File: src/rtl/mem_port_arbiter.sv
// rtl/mem_port_arbiter.sv - shared memory port arbiter for cpu fetch and data ports
module mem_port_arbiter #(
  parameter int DATA_WIDTH        = 36,
  parameter int INSTRUCTION_WIDTH = 18,
  parameter int ADDRESS_BUS_WIDTH = 14,
  parameter int MAX_DATA_BURST    = 4
) (
  input  logic                         i_clk,
  input  logic                         i_rst,

  // instruction-fetch requester
  input  logic                         i_if_req,
  input  logic [ADDRESS_BUS_WIDTH-1:0] i_if_addr,
  output logic                         o_if_gnt,
  output logic                         o_if_rvalid,
  output logic [INSTRUCTION_WIDTH-1:0] o_if_instr,

  // data load/store requester
  input  logic                         i_dm_req,
  input  logic                         i_dm_we,
  input  logic [ADDRESS_BUS_WIDTH-1:0] i_dm_addr,
  input  logic [DATA_WIDTH-1:0]        i_dm_wdata,
  output logic                         o_dm_gnt,
  output logic                         o_dm_rvalid,
  output logic [DATA_WIDTH-1:0]        o_dm_rdata,

  // shared memory port
  output logic [ADDRESS_BUS_WIDTH-1:0] o_mem_addr,
  output logic                         o_mem_write,
  output logic                         o_mem_read,
  output logic [DATA_WIDTH-1:0]        o_mem_wdata,
  input  logic [DATA_WIDTH-1:0]        i_mem_rdata
);

  // Four bits covers the whole legal burst range of 1..15.
  localparam logic [3:0] BURST_MAX = 4'(MAX_DATA_BURST);

  // Consecutive data grants issued while a fetch has been waiting.
  logic [3:0] burst_cnt;

  // Tags recording which requester owns the read landing next cycle.
  logic pend_if;
  logic pend_dm;

  logic if_gnt;
  logic dm_gnt;

  // Grant decision: data wins unless the waiting fetch has used up its patience.
  always_comb begin
    if_gnt = 1'b0;
    dm_gnt = 1'b0;
    if (!i_rst) begin
      if (i_dm_req && i_if_req) begin
        if (burst_cnt == BURST_MAX) begin
          if_gnt = 1'b1;
        end else begin
          dm_gnt = 1'b1;
        end
      end else if (i_dm_req) begin
        dm_gnt = 1'b1;
      end else if (i_if_req) begin
        if_gnt = 1'b1;
      end
    end
  end

  // Steer the winning requester onto the memory port.
  always_comb begin
    o_mem_addr  = i_dm_addr;
    o_mem_wdata = i_dm_wdata;
    o_mem_write = 1'b0;
    o_mem_read  = 1'b0;
    if (if_gnt) begin
      o_mem_addr = i_if_addr;
      o_mem_read = 1'b1;
    end else if (dm_gnt) begin
      o_mem_write = i_dm_we;
      o_mem_read  = !i_dm_we;
    end
  end

  // Starvation counter: counts data grants only while a fetch is waiting.
  always_ff @(posedge i_clk or posedge i_rst) begin
    if (i_rst) begin
      burst_cnt <= 4'd0;
    end else if (if_gnt || !i_if_req) begin
      burst_cnt <= 4'd0;
    end else if (dm_gnt && (burst_cnt != BURST_MAX)) begin
      burst_cnt <= burst_cnt + 4'd1;
    end
  end

  // Response tags: writes complete at grant, so only reads are tagged.
  always_ff @(posedge i_clk or posedge i_rst) begin
    if (i_rst) begin
      pend_if <= 1'b0;
      pend_dm <= 1'b0;
    end else begin
      pend_if <= if_gnt;
      pend_dm <= dm_gnt && !i_dm_we;
    end
  end

  assign o_if_gnt    = if_gnt;
  assign o_dm_gnt    = dm_gnt;
  assign o_if_rvalid = pend_if;
  assign o_dm_rvalid = pend_dm;
  assign o_if_instr  = i_mem_rdata[INSTRUCTION_WIDTH-1:0];
  assign o_dm_rdata  = i_mem_rdata;

`ifndef SYNTHESIS
  // Only one requester may own the port, and it is either a read or a write.
  always_ff @(posedge i_clk) begin
    if (!i_rst) begin
      a_one_grant: assert (!(if_gnt && dm_gnt))
        else $error("arbiter issued two grants in one cycle");
      a_one_op: assert (!(o_mem_read && o_mem_write))
        else $error("memory read and write driven together");
    end
  end
`endif

endmodule

File: config.mk
export PLATFORM = sky130hd
export DESIGN_NAME = mem_port_arbiter
export DESIGN_NICKNAME = d
export VERILOG_FILES = /design/src/rtl/mem_port_arbiter.sv
export SDC_FILE = /design/constraint.sdc
export NUM_CORES = 1
export LEC_CHECK = 0
export ABC_AREA = 1
export BUFFER_PORTS_ARGS = -buffer_cell sky130_fd_sc_hd__buf_4
export CAP_MARGIN = 20
export CORE_AREA = 5 5 80 82
export DETAILED_ROUTE_END_ITERATION = 6
export DIE_AREA = 0 0 85 87
export MAX_ROUTING_LAYER = met4
export PLACE_DENSITY = 0.65
export SYNTH_ARGS = -nofsm -noshare
export SYNTH_HDL_FRONTEND = slang
export SYNTH_SLANG_ARGS = --single-unit
File: constraint.sdc
create_clock -name i_clk -period 1.7 [get_ports i_clk]
set_clock_uncertainty 0.05 [all_clocks]
set_input_delay 0.17 -clock i_clk [delete_from_list [all_inputs] [get_ports i_clk]]
set_output_delay 0.17 -clock i_clk [all_outputs]
set_load 0.02 [all_outputs]
==> results by stage <==
Run status:
- The flow ran to the end, but the final reports show violations.
- The final reports fail on negative setup slack.

CTS:
- The clock tree root buffer cell is sky130_fd_sc_hd__clkbuf_8.
- Clock-pin slew was measured on the worst setup and hold paths at 0.04 ns.
- The maximum buffer depth of the clock tree is 2.
- The insertion delay of the later-clocked pin in the worst-skew pair is 0.23 ns.
- The clock net in this run drives a total of 6 sinks.
- Counting the buffers created by CTS gives 3.
- The number of H-tree levels is 1.
- The clock tree from TritonCTS is done.

Placement:
- Routability-driven placement finished with a final weighted congestion of between 0.6 and 0.7.
- During placement, the flow inserted port buffers numbering 52.
- In this run the cell area measured after placement is 0.00103 mm2.
- The placed wire-length estimate is 3320 um.
- The post-placement worst setup slack is -0.0736 ns.

Detailed routing:
- The initial detailed-routing violation count is 9.
- For this run, design rule violations remaining after detail routing come to 0.
- The remaining antenna violation count after routing is 0.
- The total length of routed wires is approximately 4200 um.
- The detailed router placed a little over 900 vias in this run.
- The first TritonRoute pass finished after 4 iterations.
- Dividing the detail-routed wire length by the instance count gives 17.9 um.
- The via density per instance is 3.99.

Logic synthesis:
- The area fraction of the dominant cell type after synthesis is 0.552.
- The synthesized design spends more area on one cell type than any other, namely sky130_fd_sc_hd__buf_4.
- The portion of the post-synthesis area used by sequential elements is 0.123.
- The synthesis warning total is 0.
- The number of different library cells in the post-synthesis netlist is 18.
- The mapped netlist covers 0.00122 mm2.
- The synthesized area per cell is 6.84 um2.
- Synthesis handed over a netlist of 179 instances.
- In this run, synthesis produced a sequential element count of 6.
- Ranked by total cell area, the synthesized netlist is headed by sky130_fd_sc_hd__buf_4 (55%), sky130_fd_sc_hd__nand2_1 (15%), sky130_fd_sc_hd__dfrtp_1 (12%).
- The number of nets produced by synthesis is 286.

Critical path:
- STA puts the critical path data arrival time at 1.52 ns.
- STA puts the critical path data required time at 1.48 ns.
- Across all register-to-register paths, the minimum setup slack is 0.28 ns.
- The worst reg2reg path depth is 9.
- The element type at the critical path start is a flip-flop.
- The kind of end point of the critical path is a primary output.
- In this run the worst path has a maximum fanout of 8.
- The setup path with the least slack is of type flip-flop to primary output.

STA:
- The smallest setup slack after layout is -0.0360 ns.
- The final number of max-transition violations is 0.
- The final-layout setup total negative slack is -0.329 ns.
- Derived from the worst setup path, the maximum achievable clock frequency is 0.576 GHz.
- The number of hold-slack violations in the final timing report is 0.
- Setup repair after global routing could not meet its margin everywhere.
- In the finished design, the share of the clock period the worst path needs comes to 1.02.
- The slew at the pin closest to its max-slew limit is 0.412 ns.
- The final setup violation count is 13.
- Headroom to the max-slew limit came out at 0.725.
- The worst hold slack across all endpoints is 0.0751 ns.
- The smallest clock period supported by the final layout is computed as between 1.5 and 2 ns.

Hold path:
- The count of cells along the worst hold path is 2.
- The type of the most critical hold path is primary input to flip-flop.

Finish:
- At the end of the flow the core is filled with cells to 0.252.
- The most common cell after layout, fill and taps aside is sky130_fd_sc_hd__buf_4.
- At the end of the flow, the number of nets in the layout was about 270.
- The antenna diode count is 0.
- The signed area change from the synthesized netlist to the final layout is 16.9%.
- The finished cells cover 0.00143 mm2.
- The share of layout cells above drive strength 1 is 0.703.
- The library cells used most frequently in the layout, excluding fill and tap cells, are sky130_fd_sc_hd__buf_4 (45), sky130_fd_sc_hd__nand2_2 (27), sky130_fd_sc_hd__nand2_1 (18).

Power:
- VDD sags by at most 0.150 mV.
- Power spread over the standard cell area amounts to 483 mW/mm2.
- The analysis attributes to cell leakage a power of ~0.74 nW.

Global routing:
- The aggregate global-route resource usage is 0.107.
- The initial antenna violation count is 0.
- The global-route wire length before repair is 5690 um.
- Entering global routing, the biggest net connects 10 pins.
- The number of global-route vias before repair is slightly above 1,000.
- The total overflow left after global routing is 0.

Die:
- The height of the chip is a little under 90 um.
- The width of the chip is 85 um.
- The starting density of the core is 0.216.
- The die covers around 0.0074 mm2.
- In this run the count of I/O pins placed on the die edge is roughly 220.
- The area of the core region is about 0.0057 mm2.
- The floorplan has 28 rows.

Flow run:
- Across the run, the number of max-cap violations was 0.
-- power breakdown --
group | switching (mW) | internal, mW
clock network | 0.0668 | 0.153
registers | 0.00209 | 0.148
logic | 0.159 | 0.163
total | 0.228 | 0.464
-- logic make-up after synthesis --
group / count (synthesis) / synth area share
buffers and inverters: 102 / 0.601
AO/OA/AOI/OAI: 4 / 0.0163
AND/OR/NAND/NOR: 64 / 0.233
flip-flops: 6 / 0.123
XOR/XNOR: 1 / 0.00715
adder cells (fa/ha/maj): 2 / 0.0204
-- layout make-up --
cell class | instances | area [um2]
Timing Repair Buffer | 64 | 568
Tap cell | 75 | 93.8
Timing Repair inverter | 1 | 11.3
Sequential cell | 6 | 150
Multi-Input combinational cell | 74 | 517
Inverter | 10 | 50.0
Fill cell | 627 | 4240
Clock buffer | 3 | 41.3
-- repair_timing --
item	CTS	global route
hold buffers	1	0
buffers inserted	7	2
endpoints found under the hold margin	6	0
setup endpoints to repair	18	17
pin swaps	7	12
cloned	3	1
gates resized for setup	44	22
-- metal layers --
| layer | global-route usage | wire length [um] | vias to the layer above | part of all wire |
|---|---|---|---|---|
| li1 | - | - | 410 | - |
| met1 | 0.0678 | 955 | 410 | 0.23 |
| met2 | 0.184 | 2250 | 76 | 0.54 |
| met3 | 0.0842 | 733 | 33 | 0.18 |
| met4 | 0.0835 | 244 | 0 | 0.058 |
| met5 | - | 0 | - | 0 |
-- through the flow --
stage                     power (mW)  instances
after floorplan                0.559        179
after global placement         0.378        216
after detailed placement       0.380        216
after CTS                      0.677        230
after global routing           0.723        233
final                          0.691        233
-- sequential cells by signal (all words and copies together), names as in the netlist --
| signal | count |
|---|---|
| burst_cnt | 4 |
| o_dm_rvalid | 1 |
| o_if_rvalid | 1 |
-- critical path: stages, from the launching register on --
cell,delay (ns)
sky130_fd_sc_hd__dfrtp_1,0.38
sky130_fd_sc_hd__inv_2,0.08
sky130_fd_sc_hd__ha_4,0.14
sky130_fd_sc_hd__nand3_4,0.11
sky130_fd_sc_hd__nand2_8,0.12
sky130_fd_sc_hd__nand2_8,0.09
sky130_fd_sc_hd__inv_8,0.10
sky130_fd_sc_hd__nand2_1,0.08
sky130_fd_sc_hd__nand2_2,0.08
sky130_fd_sc_hd__buf_6,0.11
-- cell usage after synthesis (all sizes together) --
| master | instances |
|---|---|
| buf | 92 |
| nand3 | 6 |
| nand2 | 51 |
| a21oi | 1 |
| dfrtp | 6 |
| xor2 | 1 |
| nor2 | 6 |
| o21ai | 3 |
| inv | 10 |
| nand4 | 1 |
| ha | 2 |
-- path summary, 6_finish.rpt --
| check | startpoint | endpoint |
|---|---|---|
| setup / recovery | burst_cnt[0] | o_mem_addr[0] |
| hold / removal | i_dm_we | o_dm_rvalid |
| setup reg to reg | burst_cnt[0] | burst_cnt[3] |
| hold reg to reg | burst_cnt[3] | burst_cnt[3] |
| max in group asynchronous | i_rst | burst_cnt[0] |
| min in group asynchronous | i_rst | burst_cnt[3] |
Power figures use the tool's default switching activity.
